$ cat config.mk
export PLATFORM = sky130hd
export DESIGN_NAME = count_match_capture
export DESIGN_NICKNAME = d
export VERILOG_FILES = /design/src/rtl/count_match_capture.sv
export SDC_FILE = /design/constraint.sdc
export NUM_CORES = 1
export LEC_CHECK = 0
export CAP_MARGIN = 20
export CORE_ASPECT_RATIO = 1.1
export CORE_UTILIZATION = 62
export DETAILED_ROUTE_END_ITERATION = 8
export PLACE_DENSITY = 0.81
export SYNTH_ARGS = -nofsm -noshare
export SYNTH_HDL_FRONTEND = slang
export SYNTH_SLANG_ARGS = --single-unit
$ cat constraint.sdc
create_clock -name clk -period 7.87 [get_ports clk]
set_input_delay 2.361 -clock clk [delete_from_list [all_inputs] [get_ports clk]]
set_output_delay 2.361 -clock clk [all_outputs]
set_load 0.05 [all_outputs]
$ cat src/rtl/count_match_capture.sv
// Watches an upstream 8-bit counter for compare-match and FF->00 wrap events.
// Detected events are timestamped with a wrap epoch and queued in a small FIFO.
module count_match_capture #(
    parameter int DEPTH = 4
) (
    input  logic       clk,
    input  logic       reset,
    input  logic [7:0] count_in,
    input  logic       cmp_wr,
    input  logic [7:0] cmp_data,
    input  logic       evt_ready,
    output logic       evt_valid,
    output logic [1:0] evt_type,
    output logic [7:0] evt_count,
    output logic [7:0] evt_epoch,
    output logic [3:0] fifo_level,
    output logic       overflow,
    input  logic       ovf_clr
);

    localparam int AW = (DEPTH > 1) ? $clog2(DEPTH) : 1;

    // Entry layout: {wrap, match, count[7:0], epoch[7:0]}
    typedef logic [17:0] entry_t;

    logic [7:0]    prev_count_q, prev_count_d;
    logic [7:0]    cmp_q, cmp_d;
    logic [7:0]    epoch_q, epoch_d;
    logic          armed_q, armed_d;
    logic [AW-1:0] wr_ptr_q, wr_ptr_d;
    logic [AW-1:0] rd_ptr_q, rd_ptr_d;
    logic [3:0]    level_q, level_d;
    logic          overflow_q, overflow_d;
    entry_t        mem_q [DEPTH];
    entry_t        mem_d [DEPTH];

    logic match, wrap, evt, pop, full, push, drop;
    entry_t head;

    always_comb begin
        prev_count_d = count_in;
        cmp_d        = cmp_wr ? cmp_data : cmp_q;
        // The first edge after reset only primes prev_count; no detection yet.
        armed_d      = 1'b1;

        match = armed_q && (count_in == cmp_q) && (prev_count_q != cmp_q);
        wrap  = armed_q && (prev_count_q == 8'hFF) && (count_in == 8'h00);
        evt   = match || wrap;

        epoch_d = wrap ? epoch_q + 8'd1 : epoch_q;

        pop  = (level_q != 4'd0) && evt_ready;
        full = (level_q == 4'(DEPTH));
        push = evt && (!full || pop);
        drop = evt && full && !pop;

        mem_d = mem_q;
        if (push) begin
            mem_d[wr_ptr_q] = {wrap, match, count_in, epoch_d};
        end

        wr_ptr_d = push ? wr_ptr_q + AW'(1) : wr_ptr_q;
        rd_ptr_d = pop  ? rd_ptr_q + AW'(1) : rd_ptr_q;

        case ({push, pop})
            2'b10:   level_d = level_q + 4'd1;
            2'b01:   level_d = level_q - 4'd1;
            default: level_d = level_q;
        endcase

        // A drop in the same cycle as a clear wins, so no loss goes unreported.
        if (drop) begin
            overflow_d = 1'b1;
        end else if (ovf_clr) begin
            overflow_d = 1'b0;
        end else begin
            overflow_d = overflow_q;
        end
    end

    always_ff @(posedge clk or posedge reset) begin
        if (reset) begin
            prev_count_q <= 8'h00;
            cmp_q        <= 8'h80;
            epoch_q      <= 8'h00;
            armed_q      <= 1'b0;
            wr_ptr_q     <= '0;
            rd_ptr_q     <= '0;
            level_q      <= 4'd0;
            overflow_q   <= 1'b0;
            for (int i = 0; i < DEPTH; i++) begin
                mem_q[i] <= '0;
            end
        end else begin
            prev_count_q <= prev_count_d;
            cmp_q        <= cmp_d;
            epoch_q      <= epoch_d;
            armed_q      <= armed_d;
            wr_ptr_q     <= wr_ptr_d;
            rd_ptr_q     <= rd_ptr_d;
            level_q      <= level_d;
            overflow_q   <= overflow_d;
            mem_q        <= mem_d;
        end
    end

    // Head fields read as zero whenever the FIFO is empty.
    assign head       = mem_q[rd_ptr_q];
    assign evt_valid  = (level_q != 4'd0);
    assign evt_type   = evt_valid ? head[17:16] : 2'b00;
    assign evt_count  = evt_valid ? head[15:8]  : 8'h00;
    assign evt_epoch  = evt_valid ? head[7:0]   : 8'h00;
    assign fifo_level = level_q;
    assign overflow   = overflow_q;

endmodule

# After elaboration in Yosys (flattened, before gate mapping)
# Cells that the tools add are included.
# totals
mem_bits_rw	0
rom_bits	0
inputBits	21
latch_bits	0
output_inout_bits	24
register_bits	106
wordCells	58
n_memories	0
# classes
div_mod_pow	0
magnitude_cmp	3
mux	13
bitwise	2
shift	0
multipliers	0
n_addsub	5
reduce_logical	17
eq_ne	6
# op_table
cell	n
$bwmux 72	1
$mux 18	3
$bmux 18 s2	1
$demux 18 s2	1
$mux 8	3
$logic_and 1x1->1	9
$add 8x1->8 const B	1
$eq 8x8->1	1
$eq 8x8->1 const B	1
$logic_not 8->1	1
$ne 8x8->1	1
$pmux 4 s2	1
$ge 3x3->1 const B	2
$not 2->3	2
$add 2x1->2 const B	2
$add 4x1->4 const B	1
$eq 4x3->1 const B	1
$reduce_bool 2->1	2
$reduce_bool 4->1	1
$sub 4x1->4 const B	1
$lt 3x1->1 const B	1
$eq 2x1->1 const B	1
$eq 2x2->1 const B	1
$logic_not 1->1	2
other kinds (3)	5

# Logic depth before layout (Yosys ltp)
# Gate-level depths: netlist of run 1.
# depth
word_depth	7
mapped_depth	13
depth_no_buf	12

# Worst setup path after synthesis of run 1
# No wires, ideal clock.
# synth_path
path_type	input port to flip-flop
startpoint	input count_in[7]
endpoint	register level_q[3] (netlist: fifo_level[3])
arrival_ns	4.471
setup_ns	0.144
required_time_ns	7.726
stages	13
n_path_buf	1
path_slack_ns	3.254
path_cell_list	xnor2_1 -> nand3_1 -> nor3_4 -> buf_6 -> and2_1 -> o21ai_0 -> ha_1 -> ha_1 -> a21o_2 -> a21oi_1 -> xnor2_1 -> nor2_1 -> xor2_1
# synth_between
elab_chain_len	7
elab_cells_between_ends	11
classes_between	3 x eq/ne; 1 x mux; 7 x reduce/logical
# synth_lines
item	line_no	rtl
start: declaration	8	input logic [7:0] count_in,
$eq 8x8->1	46	match = armed_q && (count_in == cmp_q) && (prev_count_q != cmp_q);
$logic_and 1x1->1 (2 in a row)	46	
$logic_or 1x1->1 (*)	48	evt = match || wrap;
$logic_and 1x1->1 (*)	54	push = evt && (!full || pop);
$eq 2x1->1 / $eq 2x2->1 (equally long branches)	65	case ({push, pop})
$pmux 4 s2 / $reduce_bool 2->1 (equally long branches)	n/a	
end signal: assignment	101	level_q <= level_d;
end: declaration	32	logic [3:0] level_q, level_d;
# Mark *: on every way between the ends. The rest lies on a longest branch, timed or not.
# A chain may end at the register's enable or synchronous reset.

# Worst setup path in the final report of run 1
# layout_path
startpoint	input count_in[1]
endpoint	register level_q[3] (netlist: fifo_level[3])
# Same word-level chain as after synthesis.

==> results.md, run 1 <==
- Via count: between 2,000 and 3,000
- RR Startpoint: armed_q$_DFF_PP0_
- Detailed Routing Iterations Pass 1: 4
- Yosys reg bits: approximately 110
- Critical Path Start: count_in[1]
- First-pass GRT wire length: between 15,000 and 20,000 µm
- Placed cells: slightly below 500
- Layout cells sized above 1: 0.318
- GR Util All Layers: 0.238
- Worst Max-Slew Pin Slew: around 1 ns
- Die W: between 80 and 90 µm
- Setup TNS: 0 ns
- Post-Route Skew: ~0.011 ns
- VDD IR max: between 0.2 and 0.25 mV
- # Post-CTS Setup Buffers: 0
- Clock Pin Slew Worst Setup and Hold Paths: approximately 0.10 ns
- Chip Height: around 100 µm
- Vias in the first global route: 3,183
- Layout fillers: between 500 and 600
- Remaining routing DRC violations: 0
- DIE AREA: approximately 9000 µm²
- Ports: 45
- # H-tree levels: 3
- CTS Hold Bufs: 0
- Metal-1 WL: 4260 µm
- Max stage delay on crit path: 0.65 ns
- Metal3 WL: 306 µm
- Top cell family by delay on the critical path: simple AND/OR/NAND/NOR gates
- CP max FO: 11
- Max_slew headroom: 0.330
- WS Path Type: in2reg
- Root Driver: clkbuf_8
- GPL Wtd Cong: 0.777
- Crit path cell chain: clkdlybuf4s50_1, nor4_2, nand4_1, nor2_2, o21ai_0, ha_1, ha_1, a21o_2, a21oi_1, xnor2_1, nor2_1, xor2_1
- GRT overflow: 0
- Reg area: around 2700 µm²
- Area of the multi-input gates: 2430 µm²
- Synth warn: 0
- Startpoint types: input port
- Final setup viols: 0
- HPWL Detailed: 6270 µm
- Pwr/cell area: between 200 and 250 nW/µm²
- CP max stage cell: nand4_1
- Post-Syn Area: approximately 5300 µm²
- WP data required: 8.12 ns
- DR top layer: met4
- 1st-iter DRT viols: 95
- Final WL: between 9000 and 10,000 µm
- Starting density of the core: 0.650
- Post-synthesis sequential area ratio: 0.505
- Met2 Routed Length: around 4800 µm
- Fmax: between 150 and 200 MHz
- # rows: 34
- Worst EP arrival: around 5.9 ns
- Crit. End Element: flip-flop
- Slew Limit Fails: 0
- CTS Buffer Depth: 2
- Cts bufs inserted: 9
- Lkg Pwr: 2.82 nW
- # diodes: 0
- Mapped Cells: 354
- Sinks on Clock Net: roughly 110
- Placeable Area: around 8100 µm²
- Avg Inst Size Synth: approximately 15 µm²
- Cell mode on critical path: ha_1
- RSZ-0062 raised after global routing: no
- Post-layout minimum cycle time: around 5.7 ns
- Critical R2R Capture: fifo_level[3]$_DFFE_PP0P_
- Net Count, Synth: 384
- Initial antenna violation count: 0
- Outcome: finished clean
- Cell depth of the worst flop-to-flop path: 11
- Fin cells: 508
- CTS tree: yes
- Routed vias/inst: 5.89
- Hold Fails Final Rpt: 0
- Reg2reg setup slack: between 4 and 5 ns
- Hold depth: 1
- WL/cell: between 15 and 20 µm
- Nets: 425
- Post-DRT Antenna Nets: 0
- Synth-to-Final Area Change: 12.4%
- Worst-Skew Late Latency: 0.36 ns
- Hold path startpoint: mem_q[70]$_DFFE_PP0P_
- Largest net degree at the start of global routing: 61
- Cts repair resizes: 0
- Max-cap viol count: 0
- Buffers & Inverters on Critical Path: 1
- IO buf count: 44
- Hold Path Sink: mem_q[70]$_DFFE_PP0P_
- HP Class: reg2reg
- Distinct cell type count of the synthesized netlist: 49
- Tcrit/Tclk final: 0.718
[metal layers]
layer	vias up	track usage
met1	1548	0.318
met2	63	0.404
met5	-	0
li1	1362	-
met3	18	0.0332
met4	0	0.0883
[worst reg2reg max path: stages, from the launching register on]
cell and delay [ns]:
dfrtp_1 0.36, nor4bb_1 0.26, nand4_1 0.65, nor2_2 0.57
o21ai_0 0.17, ha_1 0.24, ha_1 0.28, a21o_2 0.21
a21oi_1 0.18, xnor2_1 0.14, nor2_1 0.07, xor2_1 0.14
[sequential cells by signal, summed over array words and instances, names as in the netlist]
signal	cells
prev_count_q	8
wr_ptr_q	2
epoch_q	8
armed_q	1
rd_ptr_q	2
fifo_level	4
mem_q	72
overflow	1
cmp_q	8
[cells by family (layout without fill, tap and decap cells)]
| group | count (synthesis) | after routing | synth area share |
|---|---|---|---|
| compound gates | 23 | 23 | 0.0443 |
| xor+xnor | 29 | 29 | 0.0483 |
| fa+ha+maj | 9 | 9 | 0.0228 |
| buf+inv | 27 | 73 | 0.0328 |
| flops | 106 | 106 | 0.505 |
| mux | 91 | 91 | 0.249 |
| other cells | 1 | 1 | 0.000713 |
| simple gates | 68 | 68 | 0.0971 |
[how the worst max path moves through the flow]
stage,end,slack (ns),cells after the start
floorplan,armed_q$_DFF_PP0_,2.72,1
global placement,fifo_level[3]$_DFFE_PP0P_,1.92,12
detailed placement,fifo_level[3]$_DFFE_PP0P_,1.84,12
CTS,fifo_level[3]$_DFFE_PP0P_,2.24,12
global route,fifo_level[3]$_DFFE_PP0P_,1.88,12
finish,fifo_level[3]$_DFFE_PP0P_,2.22,12
[cell type report]
cell class,instances,area share
clock buffer,10,0.0233
tap,108,0.0229
multi-input combinational,221,0.411
inverter,11,0.00741
clock inverter,6,0.00868
timing repair buffer,46,0.0771
sequential,106,0.449
[placed cells by master (no fill, tap or decap), types with 2 or more instances in the layout]
master	instances
o311ai_0	2
a21oi_1	3
mux2_1	7
nor3_1	3
nor2_1	6
ha_1	8
mux2_2	44
a21o_2	3
dfrtp_1	105
inv_1	10
xnor2_1	12
nor4_1	3
a21o_1	5
nor4_2	3
nand3_1	6
buf_4	2
clkinv_4	2
a41oi_4	3
clkdlybuf4s50_1	44
nand2_1	6
and2_1	20
clkbuf_8	10
and4_2	3
o21ai_0	4
nand4_1	5
mux2_4	22
xor2_1	17
nor4b_4	2
mux4_2	18
clkinvlp_4	3
[stage by stage]
step                worst slack (ns)  hold WS (ns)  cell area [µm²]  power, W  utilization
global placement                1.92         0.457             5720  0.000985        0.708
CTS                             2.24         0.489             5910   0.00131        0.731
floorplan                       2.72         0.444             5260  0.000889            -
detailed placement              1.84         0.465             5720  0.000993        0.708
finish                          2.22         0.486             5910   0.00130        0.731
global route                    1.88         0.501             5910   0.00136        0.731
[Yosys cell counts (all sizes together)]
library cell,n,area [µm²]
and4,4,38.8
o22ai,1,6.26
xnor2,12,105
ha,8,100
clkbuf,6,32.5
nor3,4,31.3
a41oi,3,82.6
dfrtp,105,2630
nor2,8,48.8
nor4,7,77.6
o311ai,2,17.5
or2,2,15.0
buf,10,98.8
mux4,18,405
nand2,6,22.5
nor4b,3,62.6
mux2,73,905
or3,1,11.3
a21o,8,63.8
xor2,17,149
nor4bb,1,10.0
fa,1,20.0
a21oi,3,15.0
a31oi,2,27.5
nand3,6,30.0
inv,11,41.3
and2,20,125
nand4,5,31.3
dfstp,1,26.3
nand2b,1,6.26
conb,1,3.75
o21ai,4,20.0
[where the power goes]
group | internal, W | switching [W]
logic | 0.000150 | 0.000188
registers | 0.000577 | 0.0000659
clock network | 0.000127 | 0.000189
total | 0.000854 | 0.000442
(Power assumes the default switching activity.)
==> run 2: changes to the inputs <==
Settings changed: CORE_UTILIZATION 62 to 52, PLACE_DENSITY 0.81 to 0.72.
Clock period 7.87 ns to 4.8 ns, I/O delays scaled along.
==> run 2 against run 1 <==
Compared with the run above: the run now ends with design-rule violations left; clock-buffer cell count stayed put; sequential share of layout area is 0.71 points lower; clock power up 78%; worst setup slack got worse by 1.5 ns; routed wire length increased by 1.2%; via count decreased by 0.97%; first-iteration DRC count shrank 20%; clock skew increased by 0.0023 ns; flip-flop and latch count is the same; core utilization down 12 points; global-route usage is 3.3 points lower.
==> results.md, run 2 (same netlist as run 1, synthesis figures left out) <==
- Reg2reg setup slack: 1.63 ns (-2.87 ns)
- GPL Wtd Cong: 0.794 (+2.2%)
- Hold Fails Final Rpt: 0 (unchanged)
- Worst Max-Slew Pin Slew: 0.946 ns (-0.0589 ns)
- Sinks on Clock Net: 106 (unchanged)
- Reg area: 2650 µm² (unchanged)
- Starting density of the core: 0.534 (-0.116)
- Clock Pin Slew Worst Setup and Hold Paths: 0.09 ns (about the same)
- 1st-iter DRT viols: 76 (-20%)
- WP data required: 3.36 ns (-4.76 ns)
- Startpoint types: flip-flop
- IO buf count: 44 (unchanged)
- Layout cells sized above 1: 0.328 (+0.0101)
- Worst EP arrival: 2.64 ns (-3.27 ns)
- Lkg Pwr: 2.86 nW (+1.6%)
- Chip Height: 107 µm (+9.0%)
- Tcrit/Tclk final: 0.851
- RSZ-0062 raised after global routing: no
- Slew Limit Fails: 0 (unchanged)
- # Post-CTS Setup Buffers: 0 (unchanged)
- HPWL Detailed: 6380 µm (+1.8%)
- Outcome: finished with violations
- Post-Route Skew: 0.0136 ns (+0.00232 ns)
- Post-DRT Antenna Nets: 0 (unchanged)
- CTS Buffer Depth: 2 (unchanged)
- CTS tree: yes
- Via count: 2,962 (-0.97%)
- Final WL: 9720 µm (+1.2%)
- Remaining routing DRC violations: 1 (+1)
- HP Class: reg2reg
- Nets: 431 (+1.4%)
- Synth-to-Final Area Change: 14.2%
- Post-layout minimum cycle time: between 4 and 5 ns
- Pwr/cell area: 362 nW/µm² (+65%)
- Die W: 97.9 µm (+9.0%)
- WS Path Type: reg2out
- Cts repair resizes: 0 (unchanged)
- Most flops, register: mem_q
- Max FFs per register: 72 (unchanged)
- Crit. End Element: primary output
- Worst-Skew Late Latency: 0.38 ns (+0.02 ns)
- Final setup viols: 0 (unchanged)
- GRT overflow: 0 (unchanged)
- Routed vias/inst: 5.63 (-4.4%)
- Root Driver: clkbuf_8
- # H-tree levels: 3 (unchanged)
- GR Util All Layers: 0.206 (-0.0326)
- Initial antenna violation count: 0 (unchanged)
- Failing checks: design-rule violations
- Area of the multi-input gates: 2430 µm² (unchanged)
- Cts bufs inserted: 9 (unchanged)
- Tot Pwr: 0.00217 W (+68%)
- Ports: 45 (unchanged)
- Max-cap viol count: 0 (unchanged)
- CP max FO: 20 (+9)
- Detailed Routing Iterations Pass 1: 8 (+4)
- Vias in the first global route: 3,193 (+0.31%)
- DIE AREA: 10,500 µm² (+19%)
- # rows: 38 (+12%)
- Layout fillers: 770 (+41%)
- Max_slew headroom: 0.367 (+0.0372)
- Fmax: around 240 MHz
- VDD IR max: 0.259 mV (+28%)
- Setup TNS: 0 ns (unchanged)
- Largest net degree at the start of global routing: 91 (+49%)
- CTS Hold Bufs: 0 (unchanged)
- Placeable Area: 9840 µm² (+22%)
- Commonest non-fill, non-tap cell in the layout: dfrtp_1
- Most frequent cells in the layout: 105 x dfrtp_1, 44 x mux2_2, 44 x clkdlybuf4s50_1
- WL/cell: 18.5 µm (-2.3%)
- First-pass GRT wire length: 16,400 µm (+1.2%)
- # diodes: 0 (unchanged)
[run 2: cell count changes in the layout (fill, tap and decap cells not counted), sizes merged]
cell	change
buf	+6
bufinv	+1
inv	-1
[run 2: critical path, stage by stage, from the launching register on]
cell	delay [ns]
dfrtp_1	0.44
or3_4	0.45
or2_2	0.47
and2_1	0.23
clkdlybuf4s50_1	0.69
[run 2: routing by layer]
layer | global-route usage | wire length, µm
met5 | 0 | 0
met4 | 0.0855 | 144
met3 | 0.0325 | 246
met2 | 0.342 | 4870
met1 | 0.271 | 4460
[run 2: layout make-up]
type | count | area share
sequential | 106 | 0.442
timing repair buffer | 52 | 0.0867
inverter | 11 | 0.00729
multi-input combinational | 221 | 0.405
clock inverter | 6 | 0.0110
clock buffer | 10 | 0.0229
tap | 120 | 0.0250
[run 2: path summary, 6_finish.rpt]
| check | startpoint | to | cells after the start |
|---|---|---|---|
| setup / recovery | fifo_level[1]$_DFFE_PP0P_ | evt_type[1] | 4 |
| hold / removal | mem_q[52]$_DFFE_PP0P_ | mem_q[52]$_DFFE_PP0P_ | 1 |
| setup reg to reg | cmp_q[7]$_DFFE_PP1P_ | fifo_level[3]$_DFFE_PP0P_ | 12 |
| hold reg to reg | mem_q[52]$_DFFE_PP0P_ | mem_q[52]$_DFFE_PP0P_ | 1 |
| max in group asynchronous | reset | overflow$_DFFE_PP0P_ | 4 |
| min in group asynchronous | reset | mem_q[5]$_DFFE_PP0P_ | 2 |
[run 2: per-stage QoR]
stage	hold slack [ns]	instances	worst slack [ns]	util	instance area, µm²
6_report	0.482	526	0.715	0.610	6000
5_1_grt	0.512	526	0.621	0.610	6000
4_1_cts	0.486	525	0.687	0.607	5980
3_5_place_dp	0.464	509	0.559	0.586	5770
3_3_place_gp	0.457	509	0.635	0.586	5770
2_1_floorplan	0.444	354	0.573	-	5260
[run 2: power by group]
part | internal [W] | switching [W] | total, W | leakage [nW]
registers | 0.000947 | 0.0000521 | 0.000999 | 1.41
logic | 0.000250 | 0.000361 | 0.000612 | 1.36
clock network | 0.000255 | 0.000309 | 0.000564 | 0.0945
total | 0.00145 | 0.000722 | 0.00217 | 2.86
